`config.mk`:
```
export PLATFORM = sky130hd
export DESIGN_NAME = compare_arbiter
export DESIGN_NICKNAME = d
export VERILOG_FILES = /design/src/rtl/compare_arbiter.sv
export SDC_FILE = /design/constraint.sdc
export NUM_CORES = 1
export LEC_CHECK = 0
export ABC_AREA = 0
export BUFFER_PORTS_ARGS = -buffer_cell sky130_fd_sc_hd__buf_2
export CAP_MARGIN = 0
export CORE_UTILIZATION = 51
export CTS_BUF_LIST = sky130_fd_sc_hd__clkbuf_4
export CTS_CLUSTER_SIZE = 14
export DETAILED_ROUTE_END_ITERATION = 12
export PLACE_DENSITY = 0.86
export SETUP_SLACK_MARGIN = 0.05
export SLEW_MARGIN = 20
export SYNTH_ARGS = -nofsm -noshare
export SYNTH_HDL_FRONTEND = slang
export SYNTH_SLANG_ARGS = --single-unit
```
`constraint.sdc`:
```
create_clock -name clk -period 2.5 [get_ports clk]
set_clock_uncertainty 0.15 [all_clocks]
set_input_delay 0.25 -clock clk [delete_from_list [all_inputs] [get_ports clk]]
set_output_delay 0.25 -clock clk [all_outputs]
set_load 0.02 [all_outputs]
```
`src/rtl/compare_arbiter.sv`:
```
// Round-robin arbiter that time-shares one unsigned magnitude comparator among
// NREQ requesters: IDLE grants and captures operands, CMP registers the result, DONE releases.
module compare_arbiter #(
    parameter int WIDTH = 3,
    parameter int NREQ  = 4
) (
    input  logic                    clk,
    input  logic                    rst,
    input  logic [NREQ-1:0]         req,
    input  logic [NREQ*WIDTH-1:0]   a_in,
    input  logic [NREQ*WIDTH-1:0]   b_in,
    output logic [NREQ-1:0]         gnt,
    output logic [1:0]              owner,
    output logic                    busy,
    output logic                    done,
    output logic                    lt,
    output logic                    eq,
    output logic                    gt
);
    typedef enum logic [1:0] {IDLE, CMP, DONE} state_t;

    typedef struct packed {
        logic [WIDTH-1:0] a;
        logic [WIDTH-1:0] b;
    } opnd_t;

    state_t     state, state_nxt;
    logic [1:0] ptr;
    logic [1:0] win;
    logic [1:0] idx;
    logic       found;
    opnd_t      opnd;

    // First requester at or above ptr, wrapping; 2-bit add gives the 3 -> 0 wrap for free.
    always_comb begin
        win   = ptr;
        idx   = '0;
        found = 1'b0;
        for (int k = 0; k < NREQ; k++) begin
            idx = ptr + 2'(k);
            if (!found && req[idx]) begin
                win   = idx;
                found = 1'b1;
            end
        end
    end

    always_ff @(posedge clk) begin
        if (rst) state <= IDLE;
        else     state <= state_nxt;
    end

    always_comb begin
        state_nxt = state;
        case (state)
            IDLE:    if (|req) state_nxt = CMP;
            CMP:     state_nxt = DONE;
            DONE:    state_nxt = IDLE;
            default: state_nxt = IDLE;
        endcase
    end

    assign busy = (state != IDLE);

    always_ff @(posedge clk) begin
        if (rst) begin
            ptr   <= '0;
            owner <= '0;
            gnt   <= '0;
            done  <= 1'b0;
            lt    <= 1'b0;
            eq    <= 1'b0;
            gt    <= 1'b0;
            opnd  <= '0;
        end else begin
            case (state)
                IDLE: begin
                    if (|req) begin
                        opnd.a <= a_in[win*WIDTH +: WIDTH];
                        opnd.b <= b_in[win*WIDTH +: WIDTH];
                        owner  <= win;
                        gnt    <= NREQ'(1) << win;
                    end
                end
                CMP: begin
                    lt   <= (opnd.a <  opnd.b);
                    eq   <= (opnd.a == opnd.b);
                    gt   <= (opnd.a >  opnd.b);
                    done <= 1'b1;
                end
                DONE: begin
                    // Rotate priority past the requester just served.
                    done <= 1'b0;
                    gnt  <= '0;
                    ptr  <= owner + 2'd1;
                end
                default: ;
            endcase
        end
    end
endmodule

```
# ---- Yosys cells after proc, flatten, opt, wreduce, memory -nomap -nowiden
# Cells that the tools add are included.
dict set report totals {
  ff_bits 20
  out_inout_bits 11
  ramBits 0
  mem_count 0
  latch_bits 0
  wordCells 60
  input_bits 30
  mem_bits_ro 0
}
dict set report classes {
  n_bitwise 0
  shifts 3
  n_eq_ne 4
  reduce_logical 13
  div_mod_pow 0
  addsub 4
  n_mux 19
  multipliers 1
  n_lt_le_gt_ge 6
}
# operator count
set op_table {}
lappend op_table {{$shiftx 12x5->3} 2}
lappend op_table {{$lt 2x3->1 const B} 4}
lappend op_table {{$bmux 1 s2} 4}
lappend op_table {{$mux 2} 4}
lappend op_table {{$pmux 4 s2} 1}
lappend op_table {{$mux 1} 7}
lappend op_table {{$reduce_bool 2->1} 3}
lappend op_table {{$add 2x1->2 const B} 2}
lappend op_table {{$add 2x2->2 const B} 2}
lappend op_table {{$mul 2x2->4 const B} 1}
lappend op_table {{$mux 4} 1}
lappend op_table {{$pmux 2 s2} 1}
lappend op_table {{$reduce_and 2->1} 2}
lappend op_table {{$reduce_or 4->1} 1}
lappend op_table {{$shl 1x2->4 const A} 1}
lappend op_table {{$eq 3x3->1} 1}
lappend op_table {{$gt 3x3->1} 1}
lappend op_table {{$logic_and 1x1->1} 3}
lappend op_table {{$logic_not 1->1} 3}
lappend op_table {{$lt 3x3->1} 1}
lappend op_table {{$eq 2x1->1 const B} 1}
lappend op_table {{$eq 2x2->1 const B} 1}
lappend op_table {{$logic_not 2->1} 1}
lappend op_table {{$ne 2x2->1 const B} 1}
lappend op_table {{$pmux 1 s2} 1}

# ---- Longest topological paths before layout
dict set report depth {
  word_depth 15
  depth_mapped 8
  depth_no_buf 7
}

# ---- Worst setup path before layout
# Ideal clock, no wire load.
dict set report synth_timing {
  path_type {reg2reg}
  from {reg ptr[0]}
  to {reg opnd[0] in the netlist's numbering}
  slack_ps 743
  t_arrival_ps 1474
  setup_ps 133
  path_buffers 1
  path_stages_with_launch 7
  required_time_ps 2217
  period_less_slack_ps 1757
  path_cell_list {dfxtp_1 > nand2b_1 > a21oi_1 > a211oi_4 > buf_8 > mux2i_1 > o221ai_1}
}
dict set report synth_between {
  elab_chain_cells 14
  word_cells_on_any_way 25
  classes_between {3 x add/sub; 1 x mul; 1 x shift; 14 x mux; 6 x reduce/logical}
}
# item line
set synth_lines {}
lappend synth_lines {{start, declared} 28} ;# logic [1:0] ptr;
lappend synth_lines {{start signal, assigned} 95} ;# ptr <= owner + 2'd1;
lappend synth_lines {{parallel branches: the longest is 11 deep, another holds $add 2x1->2} n/a}
lappend synth_lines {{$mux 2 *} 41} ;# if (!found && req[idx]) begin
lappend synth_lines {{$mul 2x2->4 *} 80} ;# opnd.b <= b_in[win*WIDTH +: WIDTH];
lappend synth_lines {{$shiftx 12x5->3 *} 80}
lappend synth_lines {{end, declared} 32} ;# opnd_t opnd;
# Every way passes the cells marked *. The select of a mux whose other input is x is not followed.
# A chain may end at the register's enable or synchronous reset.

# ---- Final worst setup path
dict set report layout_timing {
  from {reg ptr[0]}
  to {reg opnd[5] in the netlist's numbering}
}
dict set report layout_between {
  elab_chain_cells 14
  word_cells_on_any_way 25
  classes_between {3 x add/sub; 1 x mul; 1 x shift; 14 x mux; 6 x reduce/logical}
}
# item line
set layout_lines {}
lappend layout_lines {{parallel branches: the longest is 11 deep, another holds $add 2x1->2} n/a}
lappend layout_lines {{$mux 2 *} 41}
lappend layout_lines {{$mul 2x2->4 *} 79} ;# opnd.a <= a_in[win*WIDTH +: WIDTH];
lappend layout_lines {{$shiftx 12x5->3 *} 79}
# Marked as above.

==> results.cfg <==
[place]
place_area_um2 = 1350
portBuffers = 40
gp_congestion = 0.888
place_hpwl_mm = 2.06

[synth]
netlist_top_cells_count = dfxtp_1, mux2i_1, nor2_1
synth.area.top_cells = dfxtp_1, mux2i_1, ha_1
yosysSeqAreaShare_pct = 35.1
syn-num-nets = 164
synth_compound_area_share_pct = 16.0
synth_xor_area_share_pct = 0.768
synth.most_common_cell = dfxtp_1
syn_area_per_cell_um2 = 9.05
synth_edf_count = 0
ys_warn_count = 0
synthAdderAreaFrac_pct = 8.78
synth_top_family_by_area = simple AND/OR/NAND/NOR gates
synth_simple_gate_area_share_pct = 19.9
synth.distinct_cells = 27
async_reset_ff_share_pct = 0
muxShareOfSynthArea_pct = 14.1
ys.flop_type = dfxtp_1
ys_ff_latch = 20
netlist_area_um2 = 1140
synth_top_cell_by_area = dfxtp_1
synth_top_area_share_pct = 35.1
synthCells = 126

[sta]
timing.hold.ws_ns = 0.0992
slew-limit-headroom_pct = 73.1
min_period_ns = 1.95
post-route-period-util_pct = 78.2
max_freq_ghz = 0.512
rsz0062_at_grt = no
finalHoldViolations = 0
worst_pin_slew_ns = 0.399
setup_viol = 0
finalSetupTns_ns = 0
slew_viol_final = 0

[detailed_routing]
wl_mm = 2.73
ant_nets = 0
wl_met3_um = 140
drt_iter0_drc = 15
vias_per_cell = 5.57
top_layer = met4
vias = 1080
wl_met1_mm = 1.13
wl_met2_mm = 1.42
drc_errors = 0
firstDrtPassIters = 4
wire_per_inst_um = 14.1

[clock_network]
worstSkewPairLatency_ns = 0.31
cts_tree = built
cts_sinks = 20
clockBufferDepth = 2
clkSlewWorstSetupHoldPaths_ns = 0.11
ctsResizeCount = 0
cts-root-buf = clkbuf_4
cts_hold_buf = 0
post-cts-setup-buffers = 0
cts_made_buffers = 3
htree_levels = 1

[finish]
fillers = 173
drive_gt1_share_pct = 27.5
area_delta_synth_final_pct = 21.1
fin_area_um2 = 1380
antenna_cells = 0
nNetsFinal = 206

[die]
core-area_um2 = 2020
dieArea_um2 = 2430
dieWidth_um = 49.3
rows = 16
die_h_um = 49.3
start_util_pct = 56.4
ios = 41

[grt]
grt.overflow.total = 0
grt_pass1_vias = 1028
grtUsageTotal_pct = 24.4
grt_pass1_wl_mm = 4.53
grt_start_max_net_pins = 22
antenna_found_initial = 0

[setup_path]
end_kind = flop
critPathMaxStageDelay_ns = 0.40
critPathMaxFanout = 12
slowest_stage = dfxtp_1
path_delay_family = compound AO/OA/AOI/OAI gates
cp.required_ns = 2.54
cp_cell_sequence = nand2b_1, a21oi_1, a211oi_4, buf_4, mux2i_1, o221ai_1
start_kind = flop
critical_path_class = flop to flop
crit_arrival_ns = 1.99
cp.buffers_inverters = 1

[status]
status = finished clean

[pwr]
power_uw = 824
switching_share_pct = 34.4
power_density_nw_per_um2 = 597
p_int_uw = 540
p_sw_uw = 284
p_leak_nw = 0.631
p_seq_share_pct = 46.3
vdd_drop_max_mv = 0.454
clock_power_share_pct = 19.4
combPwrFrac_pct = 34.3

[job]
cap_violations = 0

[worst_hold_path]
hold_path_class = input pin to flop
sequential cells by signal, indices dropped and copies added, names as in the netlist:
register / count
state: 2
opnd: 6
gt: 1
lt: 1
owner: 2
gnt: 4
done: 1
ptr: 2
eq: 1
path summary, 6_finish.rpt:
check	start	to	slack, ns	cells past startpoint
worst max register to register	ptr[0]$_SDFFE_PP0P_	opnd[5]$_SDFFE_PP0P_	0.55	6
worst min register to register	gnt[1]$_SDFFE_PP0P_	gnt[1]$_SDFFE_PP0P_	0.32	2
worst max-delay path	ptr[0]$_SDFFE_PP0P_	opnd[5]$_SDFFE_PP0P_	0.55	6
worst min-delay path	b_in[5]	opnd[2]$_SDFFE_PP0P_	0.1	3
cells by family (layout without fill, tap and decap cells):
logic type	Yosys count	after routing
AND/OR/NAND/NOR	43	43
buffers and inverters	13	54
XOR/XNOR	1	1
flip-flops	20	20
adder cells (fa/ha/maj)	8	8
multiplexers	16	16
AO/OA/AOI/OAI	25	25
cells in the final DEF (no fill, tap or decap), drive strengths merged:
cell type  count
nand3          2
or4            1
o21a           1
a32oi          1
inv            9
or3            1
buf           41
clkbuf         3
a211oi         3
nand2          7
ha             8
xnor2          1
o21ai          2
a21oi          9
o2111ai        1
o221ai         6
nand3b         9
nand4          1
nor2b          2
nand2b         5
a21o           2
nor2          15
dfxtp         20
mux2i         16
clkinv         1
metrics by stage:
step / std cells / util [%] / setup slack [ns]
finish: 194 / 68.3 / 0.545
global route: 194 / 68.3 / 0.401
CTS: 194 / 68.3 / 0.563
detailed placement: 190 / 67.0 / 0.576
global placement: 190 / 67.0 / 0.617
floorplan: 126 / - / 0.743
layer usage:
metal  vias up  global-route usage, %
met5         -                      0
met4         0                   10.3
met3         5                   4.98
met2        43                   42.0
met1       500                   29.0
li1        532                      -
worst reg2reg max path, stage by stage (launching register included):
cell and delay [ns]:
dfxtp_1 0.40, nand2b_1 0.15, a21oi_1 0.10, a211oi_4 0.31, buf_4 0.30, mux2i_1 0.27
o221ai_1 0.15
area by class of cell:
class	count	area, um2	area share [%]
timing repair buffer	41	208	15.0
clock buffer	3	22.5	1.63
multi-input combinational	93	678	49.1
clock inverter	1	3.75	0.272
inverter	9	33.8	2.45
tap	27	33.8	2.45
sequential	20	400	29.0
power by group through the flow:
stage	sequential, mW	combinational, mW	clock [mW]
final	0.381	0.283	0.160
after floorplan	0.405	0.183	0
after global routing	0.386	0.311	0.177
after CTS	0.381	0.283	0.164
after global placement	0.386	0.268	0
after detailed placement	0.388	0.280	0
(Power assumes the default switching activity.)
